==> config.mk <==
export PLATFORM = sky130hd
export DESIGN_NAME = dma_bus_arbiter
export DESIGN_NICKNAME = d
export VERILOG_FILES = /design/src/rtl/dma_bus_arbiter.sv
export SDC_FILE = /design/constraint.sdc
export NUM_CORES = 1
export LEC_CHECK = 0
export CAP_MARGIN = 20
export CORE_MARGIN = 1
export CORE_UTILIZATION = 44
export CTS_BUF_LIST = sky130_fd_sc_hd__clkbuf_8
export CTS_CLUSTER_DIAMETER = 80
export CTS_CLUSTER_SIZE = 40
export DETAILED_ROUTE_END_ITERATION = 10
export PLACE_DENSITY = 0.77
export REMOVE_ABC_BUFFERS = 1
export SLEW_MARGIN = 20
export SYNTH_ARGS = -nofsm -noshare
export SYNTH_HDL_FRONTEND = slang
export SYNTH_SLANG_ARGS = --single-unit
==> constraint.sdc <==
create_clock -name CLK -period 3.8 [get_ports CLK]
set_input_delay 0.57 -clock CLK [delete_from_list [all_inputs] [get_ports CLK]]
set_output_delay 0.57 -clock CLK [all_outputs]
set_load 0.01 [all_outputs]
==> src/rtl/dma_bus_arbiter.sv <==
// dma_bus_arbiter: CPU-side arbiter that launches the DMA engine.
// It handles a device-ready event by pulsing cmd and waiting for BR. It then waits for
// the CPU's in-flight access to finish and grants the bus while stalling the CPU.
// It reclaims the bus when BR drops and pulses dma_done.
// BR and grant timeouts park the block in a terminal error state until reset.
// A device event that arrives while busy is kept as pending. A second event that
// arrives while one is already pending is dropped and flagged as an overrun.
module dma_bus_arbiter #(
    parameter int BR_TIMEOUT = 16,
    parameter int MAX_GRANT  = 32,
    parameter int CNT_W      = 6
) (
    input  logic CLK,
    input  logic reset,
    input  logic dev_irq,
    input  logic cpu_mem_req,
    input  logic BR,
    output logic BG,
    output logic cmd,
    output logic cpu_stall,
    output logic dma_done,
    output logic overrun,
    output logic err
);

    typedef enum logic [2:0] {
        IDLE     = 3'd0,
        CMD      = 3'd1,
        WAIT_BR  = 3'd2,
        WAIT_CPU = 3'd3,
        GRANT    = 3'd4,
        RELEASE  = 3'd5,
        ERR      = 3'd6
    } state_t;

    localparam logic [CNT_W-1:0] CNT_MAX      = {CNT_W{1'b1}};
    localparam logic [CNT_W-1:0] BR_LAST      = CNT_W'(BR_TIMEOUT - 1);
    localparam logic [CNT_W-1:0] GRANT_LAST   = CNT_W'(MAX_GRANT - 1);

    state_t             state_reg, state_next;
    logic [CNT_W-1:0]   cnt_reg, cnt_next, cnt_inc;
    logic               pending_reg, pending_next;
    logic               overrun_reg, overrun_next;
    logic               bg_reg, cmd_reg, stall_reg, done_reg, err_reg;

    // Saturating increment so a long stay never wraps the counter back into range.
    always_comb begin
        cnt_inc = (cnt_reg == CNT_MAX) ? cnt_reg : cnt_reg + 1'b1;
    end

    // Next-state, counter and event-bookkeeping logic.
    always_comb begin
        state_next   = state_reg;
        cnt_next     = cnt_inc;
        pending_next = pending_reg;
        overrun_next = overrun_reg;

        case (state_reg)
            IDLE: begin
                if (dev_irq || pending_reg) begin
                    state_next = CMD;
                end
                // A stored event is consumed now; a simultaneous new one takes its place.
                pending_next = pending_reg & dev_irq;
            end
            CMD: begin
                cnt_next   = '0;
                state_next = WAIT_BR;
            end
            WAIT_BR: begin
                if (BR) begin
                    if (!cpu_mem_req) begin
                        state_next = GRANT;
                        cnt_next   = '0;
                    end else begin
                        state_next = WAIT_CPU;
                    end
                end else if (cnt_reg == BR_LAST) begin
                    state_next = ERR;
                end
            end
            WAIT_CPU: begin
                if (!cpu_mem_req) begin
                    state_next = GRANT;
                    cnt_next   = '0;
                end
            end
            GRANT: begin
                if (!BR) begin
                    state_next = RELEASE;
                end else if (cnt_reg == GRANT_LAST) begin
                    state_next = ERR;
                end
            end
            RELEASE: begin
                state_next = IDLE;
            end
            ERR: begin
                state_next = ERR;
            end
            default: begin
                state_next = IDLE;
            end
        endcase

        // Events arriving while a transfer is in progress are queued one deep.
        if (dev_irq && (state_reg != IDLE) && (state_reg != ERR)) begin
            if (pending_reg) begin
                overrun_next = 1'b1;
            end else begin
                pending_next = 1'b1;
            end
        end
    end

    // State, counter and bookkeeping registers.
    always_ff @(posedge CLK or posedge reset) begin
        if (reset) begin
            state_reg   <= IDLE;
            cnt_reg     <= '0;
            pending_reg <= 1'b0;
            overrun_reg <= 1'b0;
        end else begin
            state_reg   <= state_next;
            cnt_reg     <= cnt_next;
            pending_reg <= pending_next;
            overrun_reg <= overrun_next;
        end
    end

    // Registered outputs decoded from the state being entered, so each one is valid for the whole state.
    always_ff @(posedge CLK or posedge reset) begin
        if (reset) begin
            bg_reg    <= 1'b0;
            cmd_reg   <= 1'b0;
            stall_reg <= 1'b0;
            done_reg  <= 1'b0;
            err_reg   <= 1'b0;
        end else begin
            bg_reg    <= (state_next == GRANT);
            cmd_reg   <= (state_next == CMD);
            stall_reg <= (state_next == WAIT_CPU) || (state_next == GRANT) ||
                         (state_next == RELEASE);
            done_reg  <= (state_next == RELEASE);
            err_reg   <= (state_next == ERR);
        end
    end

    assign BG        = bg_reg;
    assign cmd       = cmd_reg;
    assign cpu_stall = stall_reg;
    assign dma_done  = done_reg;
    assign overrun   = overrun_reg;
    assign err       = err_reg;

endmodule

==> flow_summary.json, run 1 <==
{
  "fin_crit_ns": 1.77,
  "dpl.hpwl_microns": 945,
  "path_clk_slew_ns": 0.05,
  "insertedDiodeCount": 0,
  "grt_pass1_wl_microns": 2280,
  "placementRows": 14,
  "critPathRequiredTime_ns": 3.90,
  "p_leak_nw": 0.403,
  "antenna_found_initial": 0,
  "hold_violations": 0,
  "root_buffer": "clkbuf_8",
  "placed_area_sq_um": 905,
  "clk_path_buf_depth": 2,
  "vias": 557,
  "synth_edf_count": 0,
  "multiInputGateArea_sq_um": 363,
  "ys_seq_area_share_pct": 50.4,
  "fin_hold_ws_ns": 0.474,
  "stdcell_count": 110,
  "synth_top_area_share_pct": 50.4,
  "final_cell_area_sq_um": 946,
  "gp_congestion": 0.842,
  "synth_warnings": 0,
  "cts_htree_levels": 1,
  "syn_area_per_cell_sq_um": 10.5,
  "start_util_pct": 49.8,
  "dp_cells": 107,
  "critPathCaptureType": "flip-flop",
  "ant_nets": 0,
  "postCtsSetupRepairBufs": 0,
  "max_freq_mhz": 564,
  "ys_ff_latch": 16,
  "wl_microns": 1240,
  "synth_area_sq_um": 795,
  "drtIter0Drc": 15,
  "area_growth_pct": 19.1,
  "vias_per_cell": 5.06,
  "avgRoutedWirePerCell_microns": 11.2,
  "powerDensity_nw_per_um2": 776,
  "numPortBuffers": 10,
  "setup-violations-final": 0,
  "maxCapViolCount": 0,
  "seq_area_sq_um": 400,
  "cp.arrival_ns": 1.87,
  "firstDrtPassIters": 4,
  "synth_area_leaders": "dfrtp_1, nor2_1, nor3b_2, nand3_1, nand2_1",
  "synth_top_flop_cell": "dfrtp_1",
  "status": "completed",
  "ys_types": 36,
  "core-area_sq_um": 1590,
  "finClkSkew_ns": 0.000443,
  "drc_errors": 0,
  "globalRouteTotalUtil_pct": 16.3,
  "relSlewSlack_pct": 58.1,
  "largest_register_ffs": 6,
  "grt_max_degree": 17,
  "cts_tree": "done",
  "cts_buffers": 3,
  "grt_pass1_vias": 516,
  "synth_largest_area_cell": "dfrtp_1",
  "fillers": 138,
  "worstSetupPathType": "input port to flip-flop",
  "fin_nets": 94,
  "drive_above_1_share_pct": 15.1,
  "rsz0062_at_grt": "no",
  "insertion_delay_ns": 0.24,
  "synthTopCellsByCount": "dfrtp_1, nor2_1, nand2_1, nand3_1",
  "post_cts_resized": 0,
  "design.die.area_sq_um": 1980,
  "peakVddDrop_mv": 0.496,
  "ys_async_sr_fraction_pct": 100,
  "post-route-util_pct": 59.3,
  "dieHeight_microns": 44.5,
  "synthMostInstantiatedCell": "dfrtp_1",
  "path_max_fanout": 6,
  "ioPinCount": 11,
  "period_share_pct": 46.6,
  "startpoint_type": "input port",
  "holdBufCountCts": 0,
  "synthCells": 76,
  "clock_sinks": 16,
  "final.setup.tns_ns": 0,
  "worst_slew_pin_slew_ns": 0.625,
  "grt_overflow": 0,
  "die_x_microns": 44.5,
  "hold_path.class": "flip-flop to flip-flop",
  "finalMaxSlewViolations": 0
}
==> final timing paths <==
path,slack (ns),to,startpoint,depth (start not counted)
max,2.03,cnt_reg[5]$_DFF_PP0_,BR,4
min in group asynchronous,0.68,BG$_DFF_PP0_,reset,2
min reg2reg,0.47,overrun$_DFFE_PP0P_,overrun$_DFFE_PP0P_,1
min,0.47,overrun$_DFFE_PP0P_,overrun$_DFFE_PP0P_,1
max reg2reg,2.23,cpu_stall$_DFF_PP0_,cnt_reg[0]$_DFF_PP0_,6
max in group asynchronous,2.74,cmd$_DFF_PP0_,reset,2
==> critical path, stage by stage <==
cell and delay, ns:
clkdlybuf4s50_1 0.54, a21oi_1 0.09, a211oi_1 0.56, nor3b_1 0.11
==> cell type report <==
class                   instances  area share (%)
inverters                       3            1.19
clock buffers                   3            4.37
multi-input cells              54            38.4
repair buffers                 10            10.6
flip-flops and latches         16            42.3
well taps                      24            3.17
==> metrics by stage <==
stage	worst slack (ns)	total power, W
after floorplan	2.38	0.000531
after global placement	1.77	0.000613
after detailed placement	1.74	0.000622
after CTS	2.00	0.000744
after global routing	1.89	0.000800
final	2.03	0.000734
==> power breakdown <==
group | switching, W | internal, W | total (W) | leakage (nW)
sequential | 0.0000789 | 0.000236 | 0.000315 | 0.199
combinational | 0.000138 | 0.000164 | 0.000302 | 0.183
clock | 0.0000476 | 0.0000700 | 0.000118 | 0.0216
==> routing by layer <==
metal	vias up	routed length, microns	part of all wire, %	track usage [%]
met5	-	0	0	0
met4	0	8	0.65	7.27
met3	2	68	5.5	6.53
met2	14	568	46	24.7
met1	259	590	48	20.4
li1	282	-	-	-
==> cells in the final DEF (no fill, tap or decap), types with 2 or more instances in the layout <==
master           instances
dfrtp_1                 16
clkdlybuf4s50_1         10
nor2_1                   9
nand2_1                  5
nand3_1                  4
a21oi_1                  3
o21ai_0                  3
clkbuf_8                 3
a211oi_1                 2
xor2_1                   2
or2_4                    2
nor3b_2                  2
nor2b_1                  2
inv_1                    2
==> kinds of logic after synthesis <==
kind of cell	after synthesis	share of synthesized area (%)
AO/OA/AOI/OAI	17	15.7
XOR/XNOR	3	3.31
adder cells (fa/ha/maj)	1	1.57
buffers and inverters	6	3.94
flip-flops	16	50.4
multiplexers	1	1.26
AND/OR/NAND/NOR	32	23.8
(Power assumes the default switching activity.)
==> run 2: changes to the inputs <==
Settings changed: PLACE_DENSITY 0.77 to 0.8.
Clock period 3.8 ns to 1.55 ns, I/O delays scaled along.
==> flow_summary.json, run 2 (synthesis results as in run 1) <==
{
  "drtIter0Drc": 10,
  "grt_overflow": 0,
  "firstDrtPassIters": 6,
  "placed_area_sq_um": 950,
  "avgRoutedWirePerCell_microns": 12.6,
  "cts_tree": "done",
  "ant_nets": 0,
  "globalRouteTotalUtil_pct": 17.8,
  "grt_pass1_vias": 608,
  "status": "completed",
  "root_buffer": "clkbuf_8",
  "largest_register_ffs": 6,
  "dieHeight_microns": 44.5,
  "postCtsSetupRepairBufs": 0,
  "design.die.area_sq_um": 1980,
  "drc_errors": 0,
  "slowest_stage": "dfrtp_1",
  "maxCapViolCount": 0,
  "hold_path.class": "input port to async pin",
  "p_leak_nw": 0.441,
  "finalMaxSlewViolations": 0,
  "insertion_delay_ns": 0.25,
  "period_share_pct": 92.5,
  "path_cells": "or2_4, o21a_1, o21bai_2, nand2b_4, nor2_1",
  "hold_violations": 0,
  "die_x_microns": 44.5,
  "relSlewSlack_pct": 75.5,
  "placementRows": 14,
  "vias_per_cell": 5.21,
  "antenna_found_initial": 0,
  "critPathRequiredTime_ns": 1.69,
  "finClkSkew_ns": 0.00136,
  "worst_slew_pin_slew_ns": 0.367,
  "worstSetupPathType": "flip-flop to flip-flop",
  "final_cell_area_sq_um": 1000,
  "vias": 610,
  "fin_nets": 100,
  "cp.arrival_ns": 1.57,
  "path_max_fanout": 10,
  "fin_hold_ws_ns": 0.284,
  "gp_congestion": 0.796,
  "start_util_pct": 49.8,
  "core-area_sq_um": 1590,
  "final.setup.tns_ns": 0,
  "clk_path_buf_depth": 2,
  "grt_max_degree": 17,
  "powerDensity_nw_per_um2": 1950,
  "cts_htree_levels": 1,
  "critPathCaptureType": "flip-flop",
  "grt_pass1_wl_microns": 2570,
  "startpoint_type": "flip-flop",
  "rsz0062_at_grt": "no",
  "holdBufCountCts": 0,
  "ioPinCount": 11,
  "layout_common_cells": "dfrtp_1, clkdlybuf4s50_1, nor2_1, buf_4, nand2_1",
  "insertedDiodeCount": 0,
  "max_freq_mhz": 697,
  "numPortBuffers": 10,
  "area_growth_pct": 26.5,
  "dpl.hpwl_microns": 1030,
  "wl_microns": 1470,
  "cpPeakStageDelay_ns": 0.50,
  "cts_buffers": 3,
  "peakVddDrop_mv": 1.11,
  "fin_crit_ns": 1.43,
  "drive_above_1_share_pct": 21.5,
  "setup-violations-final": 0,
  "path_clk_slew_ns": 0.06,
  "post_cts_resized": 0,
  "clock_sinks": 16,
  "layout_commonest_cell": "dfrtp_1"
}
-- run 2: power breakdown --
group	total [W]	internal (W)	leakage, nW	switching (W)
logic	0.000815	0.000443	0.214	0.000372
registers	0.000779	0.000578	0.199	0.000201
clock network	0.000370	0.000225	0.0288	0.000145
total	0.00196	0.00125	0.441	0.000718
-- run 2: path summary, 6_finish.rpt --
path                                        start              endpoint  slack [ns]  cells after the start
setup / recovery           state_reg[1]$_DFF_PP0_          BG$_DFF_PP0_        0.12                      5
hold / removal                              reset  cnt_reg[1]$_DFF_PP0_        0.28                      3
min in group CLK              overrun$_DFFE_PP0P_   overrun$_DFFE_PP0P_        0.48                      1
hold reg to reg               overrun$_DFFE_PP0P_   overrun$_DFFE_PP0P_        0.48                      1
setup reg to reg           state_reg[1]$_DFF_PP0_          BG$_DFF_PP0_        0.12                      5
max in group asynchronous                   reset         cmd$_DFF_PP0_        1.08                      3
-- run 2: layer usage --
metal	part of all wire, %	global-route usage [%]
met3	3.8	2.45
met1	48	25.2
met2	46	26.2
met4	2.0	9.70
met5	0	0
-- run 2: final cells by class --
class                   instances  area, sq um
clock buffers                   4         55.1
repair buffers                 16          145
flip-flops and latches         16          400
well taps                      24         30.0
fillers                       145          589
multi-input cells              54          363
inverters                       3         11.3
-- run 2: metrics by stage --
stage | instances | power (W) | util, % | worst slack (ns)
floorplan | 73 | 0.00130 | - | 0.204
global placement | 113 | 0.00155 | 59.6 | -0.0489
detailed placement | 113 | 0.00159 | 59.6 | -0.0793
CTS | 117 | 0.00197 | 63.0 | 0.110
global route | 117 | 0.00211 | 63.0 | 0.0145
finish | 117 | 0.00196 | 63.0 | 0.116
-- run 2: critical path, delay by kind of cell, from the launching register on --
family	cells	cell delay [ns]
DFF	1	0.50
and+or+nand+nor	3	0.51
AOI/OAI and AO/OA	2	0.32
